File: config.mk
export PLATFORM = sky130hd
export DESIGN_NAME = pipe_adder
export DESIGN_NICKNAME = d
export VERILOG_FILES = /design/src/rtl/pipe_adder_pkg.sv /design/src/rtl/pipe_adder_slice.sv /design/src/rtl/pipe_adder.sv
export SDC_FILE = /design/constraint.sdc
export NUM_CORES = 1
export LEC_CHECK = 0
export CORE_MARGIN = 2
export CORE_UTILIZATION = 40
export DETAILED_ROUTE_END_ITERATION = 16
export PLACE_DENSITY_LB_ADDON = 0.15
export REMOVE_ABC_BUFFERS = 1
export SLEW_MARGIN = 25
export SYNTH_ARGS = -nofsm -noshare
export SYNTH_HDL_FRONTEND = slang
export SYNTH_SLANG_ARGS = --single-unit
File: constraint.sdc
create_clock -name clk -period 6.15 [get_ports clk]
set_input_delay 0.615 -clock clk [delete_from_list [all_inputs] [get_ports clk]]
set_output_delay 0.615 -clock clk [all_outputs]
set_load 0.01 [all_outputs]
File: src/rtl/pipe_adder_pkg.sv
// Shared types and constants for the pipelined adder.
// Build option: PIPE_ADDER_SAT_EN enables signed saturation of the result.
package pipe_adder_pkg;

    localparam logic OP_ADD = 1'b0;
    localparam logic OP_SUB = 1'b1;

    function automatic int chunk_w(input int width, input int stages);
        return width / stages;
    endfunction

    // Per-stage control; operand and sum slices are sized per stage.
    typedef struct packed {
        logic valid;
        logic carry;
    } stage_ctl_t;

endpackage

File: src/rtl/pipe_adder_slice.sv
// Combinational ripple-carry slice; also exposes the carry into its MSB.
// Build option: none.
module add_slice #(
    parameter int W = 8
) (
    input  logic [W-1:0] x,
    input  logic [W-1:0] y,
    input  logic         ci,
    output logic [W-1:0] s,
    output logic         co,
    output logic         c_msb_in
);

    logic [W:0] c;

    always_comb begin
        c    = '0;
        s    = '0;
        c[0] = ci;
        for (int i = 0; i < W; i++) begin
            s[i]   = x[i] ^ y[i] ^ c[i];
            c[i+1] = (x[i] & y[i]) | (c[i] & (x[i] ^ y[i]));
        end
    end

    assign co       = c[W];
    assign c_msb_in = c[W-1];

endmodule

File: src/rtl/pipe_adder.sv
// Pipelined add/sub: one CHUNK-bit carry slice resolved per stage.
// Build option: PIPE_ADDER_SAT_EN saturates the sum on signed overflow.
module pipe_adder
    import pipe_adder_pkg::*;
#(
    parameter int WIDTH  = 32,
    parameter int STAGES = 4
) (
    input  logic             clk,
    input  logic             rst,
    input  logic             in_valid,
    output logic             in_ready,
    input  logic [WIDTH-1:0] a,
    input  logic [WIDTH-1:0] b,
    input  logic             cin,
    input  logic             sub,
    output logic             out_valid,
    input  logic             out_ready,
    output logic [WIDTH-1:0] sum,
    output logic             cout,
    output logic             ovf
);

    localparam int CHUNK = chunk_w(WIDTH, STAGES);

    logic advance;

    assign advance  = !out_valid || out_ready;
    assign in_ready = advance;

    for (genvar k = 0; k < STAGES; k++) begin : g_st
        localparam int WIN = WIDTH - k * CHUNK;
        localparam int WLO = (k + 1) * CHUNK;

        logic [WIN-1:0]   src_a;
        logic [WIN-1:0]   src_b;
        logic             src_c;
        logic             src_v;
        logic [WLO-1:0]   n_raw;
        logic [WLO-1:0]   n_sum;
        logic [WLO-1:0]   r_sum;
        logic [CHUNK-1:0] s;
        logic             co;
        logic             c_msb;
        stage_ctl_t       r_ctl;

        if (k == 0) begin : g_first
            assign src_a = a;
            assign src_b = (sub == OP_SUB) ? ~b : b;
            assign src_c = (sub == OP_SUB) ? 1'b1 : cin;
            assign src_v = in_valid;
            assign n_raw = s;
        end else begin : g_next
            assign src_a = g_st[k-1].g_fwd.r_a;
            assign src_b = g_st[k-1].g_fwd.r_b;
            assign src_c = g_st[k-1].r_ctl.carry;
            assign src_v = g_st[k-1].r_ctl.valid;
            assign n_raw = {s, g_st[k-1].r_sum};
        end

        add_slice #(
            .W(CHUNK)
        ) u_slice (
            .x        (src_a[CHUNK-1:0]),
            .y        (src_b[CHUNK-1:0]),
            .ci       (src_c),
            .s        (s),
            .co       (co),
            .c_msb_in (c_msb)
        );

        if (k < STAGES - 1) begin : g_fwd
            logic [WIN-CHUNK-1:0] r_a;
            logic [WIN-CHUNK-1:0] r_b;
            logic                 unused_cmsb;

            assign unused_cmsb = c_msb;
            assign n_sum       = n_raw;

            always_ff @(posedge clk) begin
                if (rst) begin
                    r_a <= '0;
                    r_b <= '0;
                end else if (advance) begin
                    r_a <= src_a[WIN-1:CHUNK];
                    r_b <= src_b[WIN-1:CHUNK];
                end
            end
        end else begin : g_last
            logic ovf_n;
            logic r_ovf;

            assign ovf_n = c_msb ^ co;
`ifdef PIPE_ADDER_SAT_EN
            // No carry out on overflow means two positives wrapped negative.
            always_comb begin
                n_sum = n_raw;
                if (ovf_n) begin
                    n_sum = co ? {1'b1, {(WLO-1){1'b0}}}
                               : {1'b0, {(WLO-1){1'b1}}};
                end
            end
`else
            assign n_sum = n_raw;
`endif

            always_ff @(posedge clk) begin
                if (rst) begin
                    r_ovf <= 1'b0;
                end else if (advance) begin
                    r_ovf <= ovf_n;
                end
            end
        end

        always_ff @(posedge clk) begin
            if (rst) begin
                r_ctl <= '0;
                r_sum <= '0;
            end else if (advance) begin
                r_ctl.valid <= src_v;
                r_ctl.carry <= co;
                r_sum       <= n_sum;
            end
        end
    end

    assign out_valid = g_st[STAGES-1].r_ctl.valid;
    assign cout      = g_st[STAGES-1].r_ctl.carry;
    assign sum       = g_st[STAGES-1].r_sum;
    assign ovf       = g_st[STAGES-1].g_last.r_ovf;

endmodule

==> results.ini <==
[outcome]
status = finished clean

[detailed_routing]
via_count = 5472
vias_per_cell = 4.66
drtIter0Drc = 319
drc = 0
final_antenna_net_count = 0
drt_pre_antenna_iters = 4
routed_wl_um = 14600
wire_per_inst_um = 12.4

[synth]
syn-cell-area_um2 = 7660
ys_seq_area_frac = 0.484
synth_cell_types = 19
async_flop_share = 0
ys_warn_count = 0
synth-seq-cells = 185
synth_edf_count = 0
syn_avg_cell_area_um2 = 8.87
postSynthCellCount = 864
yosys_most_used_dff = dfxtp_1

[min_path]
hold_depth = 2
hold_path_class = flop to flop
hold_end = sum[9]
min_from = sum[9]

[sta]
hold_viol = 0
fmax_mhz = 240
fin_setup_tns_ps = 0
slew_headroom = 0.299
rsz0062_at_grt = no
finalMaxSlewViolations = 0
worstMarginPinSlew_ps = 1050
setup_ws_ps = 1980
setup_violations = 0
finalCritPeriodShare = 0.678
clock-skew-final_ps = 10.7
finalCriticalPeriod_ps = 4170

[grt]
antenna_found_initial = 0
grt_max_degree = 121
grt_usage = 0.148
gr-total-overflow = 0
grt_pass1_wl_um = 24200
grt_pass1_vias = 5063

[flow_run]
max_cap_viol_count = 0

[pwr]
p_total_mw = 2.67
ir_drop_mv = 0.186
p_per_area_nw_per_um2 = 291
p_leak_nw = 3.47

[worst_setup_path]
rr_endpoint = g_st[2].r_sum[23]
worstPathCellList = clkdlybuf4s50_1, xnor2_1, fa_1, inv_1, fa_1, inv_1, fa_1, fa_1, fa_1, fa_1, fa_1, inv_1, fa_1, nand2_1, a21oi_1
path_buf_inv = 4
crit_fanout = 1
r2r_slack_ps = 2350
cp_common_cell = fa_1
r2r_start = g_st[1].g_fwd.r_a[0]
slowest_stage = clkdlybuf4s50_1
crit_path_end_kind = flop
crit_path_start_kind = input port
slowest_delay_ps = 420
arrival_ps = 4430
path_class = input port to flop
crit_required_ps = 6410
rr_worst_depth = 12
critical-path-top-delay-family = adder cells

[cts]
worstSkewPairLatency_ps = 420
cts-root-buf = clkbuf_16
cts.sinks = 185
post_cts_buffers = 0
clk_pin_slew_worst_paths_ps = 70
cts_max_level = 4
clockBufferDepth = 2
holdBufCountCts = 0
cts_made_buffers = 17
post_cts_resized = 0
cts_tree = built

[floorplan]
initial_utilization = 0.408
rows = 50
dieArea_um2 = 20300
die_x_um = 142
die_y_um = 142
coreArea_um2 = 18800
ios = 106

[finish]
final_common_cell = nand2_1
synthToLayoutAreaGrowth_pct = 20.0
layout.nets = 1030
final_cell_mix = 290 x nand2_1, 185 x dfxtp_1, 145 x a21oi_1, 103 x clkdlybuf4s50_1, 42 x nor2_1
layout-drive-gt1-share = 0.0819
insertedDiodeCount = 0

[placed_design]
port_buffers = 105
finalWeightedCongestion = 0.706
dp_slack_ps = 1480
dp.final_hpwl_um = 8440

worst reg2reg max path, cell delays in order (launching register included):
cell,delay [ps]
dfxtp_1,330
fa_1,410
inv_1,90
fa_1,170
inv_1,50
fa_1,390
fa_1,410
fa_1,400
fa_1,420
fa_1,380
inv_1,70
fa_1,420
a211oi_2,180
logic make-up (layout without fill, tap and decap cells):
| family | count (synthesis) | count (layout) | share of synthesized area |
|---|---|---|---|
| XOR/XNOR | 33 | 33 | 0.0377 |
| adder cells (fa/ha/maj) | 32 | 32 | 0.0836 |
| buffers and inverters | 97 | 173 | 0.0735 |
| flip-flops | 185 | 185 | 0.484 |
| AO/OA/AOI/OAI | 184 | 184 | 0.157 |
| AND/OR/NAND/NOR | 333 | 333 | 0.164 |
power by group:
part           internal (mW)  switching (mW)
sequential              1.28          0.0423
clock                  0.631           0.456
combinational          0.138           0.125
per-stage QoR:
stage | utilization | std cells | hold slack [ps] | cell area (µm²)
after floorplan | - | 798 | 426 | 7220
after global placement | 0.458 | 1143 | 438 | 8600
after detailed placement | 0.458 | 1143 | 442 | 8600
after CTS | 0.490 | 1174 | 451 | 9190
after global routing | 0.490 | 1174 | 463 | 9190
final | 0.490 | 1174 | 448 | 9190
synth_stat cells, types with 4 or more instances:
cell type    n  area share
xor2_1       4      0.0046
buf_6       15       0.022
a21oi_1    145       0.095
clkbuf_1    15      0.0074
nand2_1    290        0.14
buf_4       10      0.0098
buf_2       22       0.014
nor2_1      42       0.021
a211oi_2    37       0.060
dfxtp_1    185        0.48
inv_1       30       0.015
xnor2_1     29       0.033
fa_1        32       0.084
flip-flops by register name, indices dropped and copies added, names as in the netlist:
register / count
g_st.g_fwd.r_a: 48
g_st.g_fwd.r_b: 48
g_st.r_sum: 48
sum: 32
g_st.src_c: 3
g_st.src_v: 3
cout: 1
out_valid: 1
ovf: 1
routing by layer:
layer | part of all wire | vias to the layer above | GRT usage
met3 | 0.035 | 13 | 0.0343
met2 | 0.44 | 86 | 0.235
li1 | - | 2878 | -
met4 | 0.011 | 0 | 0.0500
met1 | 0.51 | 2495 | 0.198
met5 | 0 | - | 0
how the worst max path moves through the flow:
stage / from / depth (start not counted) / to / slack [ps]
after floorplan: out_ready / 2 / in_ready / 2030
after global placement: b[0] / 15 / g_st[0].r_sum[7] / 1520
after detailed placement: b[0] / 15 / g_st[0].r_sum[7] / 1480
after CTS: b[0] / 15 / g_st[0].r_sum[7] / 1930
after global routing: b[0] / 15 / g_st[0].r_sum[7] / 1830
final: b[0] / 15 / g_st[0].r_sum[7] / 1980
cell type report:
| class | instances | area (µm²) |
|---|---|---|
| clock buffers | 21 | 470 |
| multi-input cells | 582 | 3390 |
| well taps | 234 | 293 |
| clock inverters | 10 | 118 |
| repair buffers | 111 | 1090 |
| inverters | 31 | 121 |
| fillers | 1837 | 9580 |
| flip-flops and latches | 185 | 3700 |
Note: power is estimated with default switching activity, not from simulation.
